**src/rtl/dco_pkg.sv**
```systemverilog
// dco_pkg: shared defaults, dither LFSR constants and the increment clamp for dco_gen
//   ACC_W/CTRL_W      accumulator and correction widths
//   CENTER_INC        nominal increment (4096 -> 16-cycle period at ACC_W=16)
//   INC_MIN/INC_MAX   bounds on the applied increment
//   LFSR_SEED/TAPS    dither LFSR reset value and Fibonacci taps 16,14,13,11
package dco_pkg;
  localparam int ACC_W = 16;
  localparam int CTRL_W = 14;
  localparam int CENTER_INC = 4096;
  localparam int INC_MIN = 1024;
  localparam int INC_MAX = 8192;
  localparam logic [15:0] LFSR_SEED = 16'hACE1;
  localparam logic [15:0] LFSR_TAPS = 16'hB400;
  function automatic int clamp_inc(input int v, input int lo, input int hi);
    return v < lo ? lo : v > hi ? hi : v;
  endfunction
endpackage

```
**src/rtl/dco_lfsr.sv**
```systemverilog
// dco_lfsr: 16-bit Fibonacci LFSR dither source, built only with DCO_DITHER_EN defined
//   clk      system clock
//   reset    synchronous active-low reset, reloads LFSR_SEED
//   dither_o two low LFSR bits added to the accumulator increment
`ifdef DCO_DITHER_EN
module dco_lfsr import dco_pkg::*; (
  input  logic       clk,
  input  logic       reset,
  output logic [1:0] dither_o
);
  logic [15:0] lfsr_q, lfsr_d;
  assign lfsr_d = {lfsr_q[14:0], ^(lfsr_q & LFSR_TAPS)};
  always_ff @(posedge clk) lfsr_q <= !reset ? LFSR_SEED : lfsr_d;
  assign dither_o = lfsr_q[1:0];
endmodule
`endif

```
**src/rtl/dco_gen.sv**
```systemverilog
// dco_gen: phase-accumulator DCO for the DPLL, corrections applied only at accumulator wrap
//   clk        system clock
//   reset      synchronous active-low reset
//   ctrlIn     signed correction relative to CENTER_INC
//   ctrlValid  ctrlIn valid; transfer when ctrlValid && ctrlReady
//   ctrlReady  high when no correction is pending
//   sigOut     registered accumulator MSB, sigOut_n its complement
//   wrapPulse  one-cycle pulse on accumulator carry-out
//   incOut     increment currently applied (excludes dither)
// Optional: DCO_DITHER_EN adds lfsr[1:0] from dco_lfsr to the addend.
module dco_gen import dco_pkg::*; #(
  parameter int ACC_W = dco_pkg::ACC_W,
  parameter int CTRL_W = dco_pkg::CTRL_W,
  parameter int CENTER_INC = dco_pkg::CENTER_INC,
  parameter int INC_MIN = dco_pkg::INC_MIN,
  parameter int INC_MAX = dco_pkg::INC_MAX
) (
  input  logic                     clk,
  input  logic                     reset,
  input  logic signed [CTRL_W-1:0] ctrlIn,
  input  logic                     ctrlValid,
  output logic                     ctrlReady,
  output logic                     sigOut,
  output logic                     sigOut_n,
  output logic                     wrapPulse,
  output logic [ACC_W-1:0]         incOut
);
  logic [ACC_W-1:0] acc_q, acc_d, inc_q, inc_d, pend_inc_q, pend_inc_d, addend;
  logic pend_q, pend_d, sig_q, wrap_q, xfer, apply;
  logic [ACC_W:0] sum;
  logic signed [ACC_W+1:0] req;
`ifdef DCO_DITHER_EN
  logic [1:0] dither;
  dco_lfsr u_lfsr (.clk(clk), .reset(reset), .dither_o(dither));
  assign addend = inc_q + ACC_W'(dither);
`else
  assign addend = inc_q;
`endif
  // apply and transfer are mutually exclusive: apply needs a pending value, transfer needs none
  always_comb begin
    sum = {1'b0, acc_q} + {1'b0, addend};
    req = (ACC_W+2)'(CENTER_INC) + (ACC_W+2)'(ctrlIn);
    xfer = ctrlValid && !pend_q;
    apply = sum[ACC_W] && pend_q;
    acc_d = sum[ACC_W-1:0];
    inc_d = apply ? pend_inc_q : inc_q;
    pend_d = apply ? 1'b0 : xfer ? 1'b1 : pend_q;
    pend_inc_d = xfer ? ACC_W'(clamp_inc(int'(req), INC_MIN, INC_MAX)) : pend_inc_q;
  end
  always_ff @(posedge clk) begin
    if (!reset) begin
      acc_q <= '0;
      inc_q <= ACC_W'(CENTER_INC);
      pend_q <= 1'b0;
      pend_inc_q <= '0;
      sig_q <= 1'b0;
      wrap_q <= 1'b0;
    end else begin
      acc_q <= acc_d;
      inc_q <= inc_d;
      pend_q <= pend_d;
      pend_inc_q <= pend_inc_d;
      sig_q <= sum[ACC_W-1];
      wrap_q <= sum[ACC_W];
    end
  end
  assign ctrlReady = !pend_q;
  assign sigOut = sig_q;
  assign sigOut_n = ~sig_q;
  assign wrapPulse = wrap_q;
  assign incOut = inc_q;
endmodule

```
**config.mk**
```make
export PLATFORM = sky130hd
export DESIGN_NAME = dco_gen
export DESIGN_NICKNAME = d
export VERILOG_FILES = /design/src/rtl/dco_pkg.sv /design/src/rtl/dco_lfsr.sv /design/src/rtl/dco_gen.sv
export SDC_FILE = /design/constraint.sdc
export NUM_CORES = 1
export LEC_CHECK = 0
export CAP_MARGIN = 10
export CORE_UTILIZATION = 54
export CTS_CLUSTER_DIAMETER = 60
export DETAILED_ROUTE_END_ITERATION = 7
export PLACE_DENSITY = 0.77
export SYNTH_ARGS = -nofsm -noshare
export SYNTH_HDL_FRONTEND = slang
export SYNTH_HIERARCHICAL = 1
export SYNTH_SLANG_ARGS = --single-unit
```
**constraint.sdc**
```tcl
create_clock -name clk -period 2.7 [get_ports clk]
set_clock_uncertainty 0.2 [all_clocks]
set_input_delay 0.81 -clock clk [delete_from_list [all_inputs] [get_ports clk]]
set_output_delay 0.81 -clock clk [all_outputs]
set_load 0.005 [all_outputs]
```
==> metrics.md <==
| Metric | Value |
|---|---|
| Highest routed layer | met4 |
| Rows | 24 |
| Post-CTS Hold Buffers | 0 |
| Clk slew on worst S/H paths | roughly 0.090 ns |
| Slew headroom | between 70% and 80% |
| Post-DP HPWL | 3.83 mm |
| Async SR Flop Fraction | 0% |
| TritonCTS Sinks | 48 |
| CP max FO | 12 |
| Worst hold slack | roughly 0.27 ns |
| Area contributors post-synth | dfxtp_1 37%, ha_1 9.7%, mux2i_1 6.6%, nand2_1 5.8%, nor2b_1 4.1% |
| CTS H-tree lvls | 2 |
| Number of max-cap violations | 0 |
| Final-report setup violation count | 0 |
| Wire per inst | 13.4 microns |
| Mapped cell area | 2570 sq um |
| Detailed Route WL | ~5.0 mm |
| Max Root-Sink Buffers | 2 |
| Peak VDD IR | between 0.3 and 0.4 mV |
| Gate Count Post-Synth | 283 |
| Top FF cell, synth | dfxtp_1 |
| #FFs+latches synth | 48 |
| First-pass GRT wire length | between 8 and 9 mm |
| Combinational family with the most area after synthesis | compound AO/OA/AOI/OAI gates |
| Total GRT Usage | between 20% and 30% |
| DRT iter0 DRCs | just under 90 |
| N_diodes | 0 |
| Die height | around 71 microns |
| Area share of the largest cell type after synthesis | 37.3% |
| Synth cell types | 43 |
| Most frequent cells in the layout | 48 x dfxtp_1, 40 x nand2_1, 35 x clkdlybuf4s50_1 |
| Crit path DAT | between 2 and 3 ns |
| Peak Freq | 390 MHz |
| CP startpoint kind | primary input |
| Number of global-route vias before repair | a little under 2000 |
| DP Area | 3000 sq um |
| Hold Crit Class | reg -> reg |
| IO buf count | 36 |
| Worst slew pin tran | approximately 0.43 ns |
| RD Place Congestion | 0.916 |
| Met2 WL | between 2 and 2.5 mm |
| Post-route antenna net violation count | 0 |
| CP max stage cell | clkdlybuf4s50_1 |
| Pin count of the biggest net entering global routing | 56 |
| Crit end category | flop |
| XOR/XNOR Fraction of Synth Area | between 3 and 4% |
| Remaining global-route overflow | 0 |
| Worst Path Required | about 2.7 ns |
| Skew-Pair Late Insertion Delay | ~0.3 ns |
| DR pass1 iterations | 5 |
| Final cycle utilization of the critical path | between 90% and 100% |
| P_int | around 1.1 mW |
| Crit path cell chain | clkdlybuf4s50_1 -> inv_1 -> ha_1 -> nor4bb_2 -> xnor2_1 -> and3_4 -> a22oi_1 -> nor2b_1 |
| CORE AREA | around 4500 sq um |
| Design area | 3150 sq um |
| P_sw | 0.311 mW |
| Met1 Wirelength | roughly 2.5 mm |
| Synthesized area per cell | approximately 9 sq um |
| Status | finished clean |
| CTS tree | built |
| Post-layout nets | about 360 |
| Clock group share of total power | between 30% and 40% |
| Post-synthesis compound-gate area fraction | 19.3% |
| Die W | slightly above 70 microns |
| DR vias | 2110 |
| Total CTS buffers | 5 |
| Synth area leader | dfxtp_1 |
| Flop pwr share | between 50% and 60% |
| Combinational power share | about 9.0% |
| Synth Warn # | 6 |
| Initial antenna violation count | 0 |
| Share of cells above drive strength 1 | just over 8% |
| Worst path max stage delay | ~0.47 ns |
| Ports | 37 |
| Seq/Total Area, Yosys | 37.3% |
| Simple-gate share of the synthesized area | between 10% and 20% |
| Synthesized Nets | 321 |
| Area growth syn-to-layout | 22.6% |
| Die area | 5050 sq um |
| Overall power | roughly 1.4 mW |
| Clock root buffer | clkbuf_8 |
| Synth Area in Adders | 10.5% |
| Via/cell ratio | between 5 and 6 |
| EDFF count, synth | 0 |
| Setup TNS | 0 ns |
| Net Sw Frac | between 20 and 25% |
| DRC errors left | 0 |
| Met3 Wirelength | between 150 and 200 microns |
| Starting density of the core | 57.5% |
| Most common cell after layout, fill and taps aside | dfxtp_1 |
| Power Dens Cells | around 440 nW/um^2 |
| Final hold vios | 0 |
| Crit Path Class | in -> reg |
| P_leak | about 1.3 nW |
| Fin crit period | around 2.6 ns |
| Final slew viol count | 0 |
| Fill count | ~370 |
| Mux cell area share after synthesis | roughly 6.6% |
[cells by family (layout without fill, tap and decap cells)]
family                     Yosys count  after routing
buffers and inverters               17             59
DFF                                 48             48
and+or+nand+nor                     97             97
AOI/OAI and AO/OA                   72             72
adders and majority gates           21             21
xor gates and xnor gates            11             11
muxes                               17             17
[flip-flops by register name (all words and copies together) (netlist names)]
signal and cells:
acc_q 16, incOut 15, pend_inc_q 15, pend_q 1
wrapPulse 1
[cells in the mapped netlist, drive strengths merged (6+ instances only)]
library cell  instances
inv                   6
dfxtp                48
xnor2                 7
o21ai                18
mux2i                17
a21oi                18
a21o                  6
nand2                40
a22oi                12
nor2b                17
ha                   20
and2                 14
nor2                  8
clkbuf                7
[timing repair]
action,CTS,global route
gates resized for setup,1,2
pin swaps,0,2
setup buffers,0,1
setup endpoints to repair,12,28
gates cloned,0,0
[power groups by stage]
stage          logic (mW)  registers (mW)  clock network [mW]
5_1_grt             0.142           0.733               0.592
6_report            0.127           0.731               0.545
3_3_place_gp        0.122           0.747                   0
3_5_place_dp        0.124           0.748                   0
4_1_cts             0.125           0.731               0.565
2_1_floorplan      0.0723           0.745                   0
[through the flow]
stage	cells	util [%]	worst slack [ns]
2_1_floorplan	283	-	0.280
3_3_place_gp	368	67.1	-0.305
3_5_place_dp	368	67.1	-0.402
4_1_cts	376	69.8	0.0425
5_1_grt	377	70.5	-0.00664
6_report	377	70.5	0.137
[per-layer routing]
layer,vias to the layer above,track usage (%)
met4,0,8.67
met5,-,0
met2,39,35.0
li1,1082,-
met1,978,30.1
met3,11,3.99
[final timing paths]
kind                                                  start                          to  slack, ns  cells after the start
worst max-delay path                             ctrlIn[12]  pend_inc_q[6]$_SDFFE_PN0P_       0.14                      8
worst min-delay path            pend_inc_q[11]$_SDFFE_PN0P_     incOut[11]$_SDFFE_PN0P_       0.27                      2
worst max register to register       incOut[0]$_SDFFE_PN0P_      incOut[0]$_SDFFE_PN0P_       0.24                      8
worst min register to register  pend_inc_q[11]$_SDFFE_PN0P_     incOut[11]$_SDFFE_PN0P_       0.27                      2
[worst max-delay path: cells and delay by family]
kind | cells | cell delay (ns)
AOI/OAI and AO/OA | 1 | 0.09
xor gates and xnor gates | 1 | 0.18
adders and majority gates | 1 | 0.30
buffers and inverters | 2 | 0.54
and+or+nand+nor | 3 | 0.68
[layout make-up]
cell class              instances  area, sq um  share of cell area, %
flip-flops and latches         48          961                   30.5
well taps                      52         65.1                   2.06
clock inverters                 2         38.8                   1.23
multi-input cells             218         1540                   48.7
repair buffers                 45          448                   14.2
inverters                       6         22.5                  0.714
clock buffers                   6         82.6                   2.62
(Power assumes the default switching activity.)
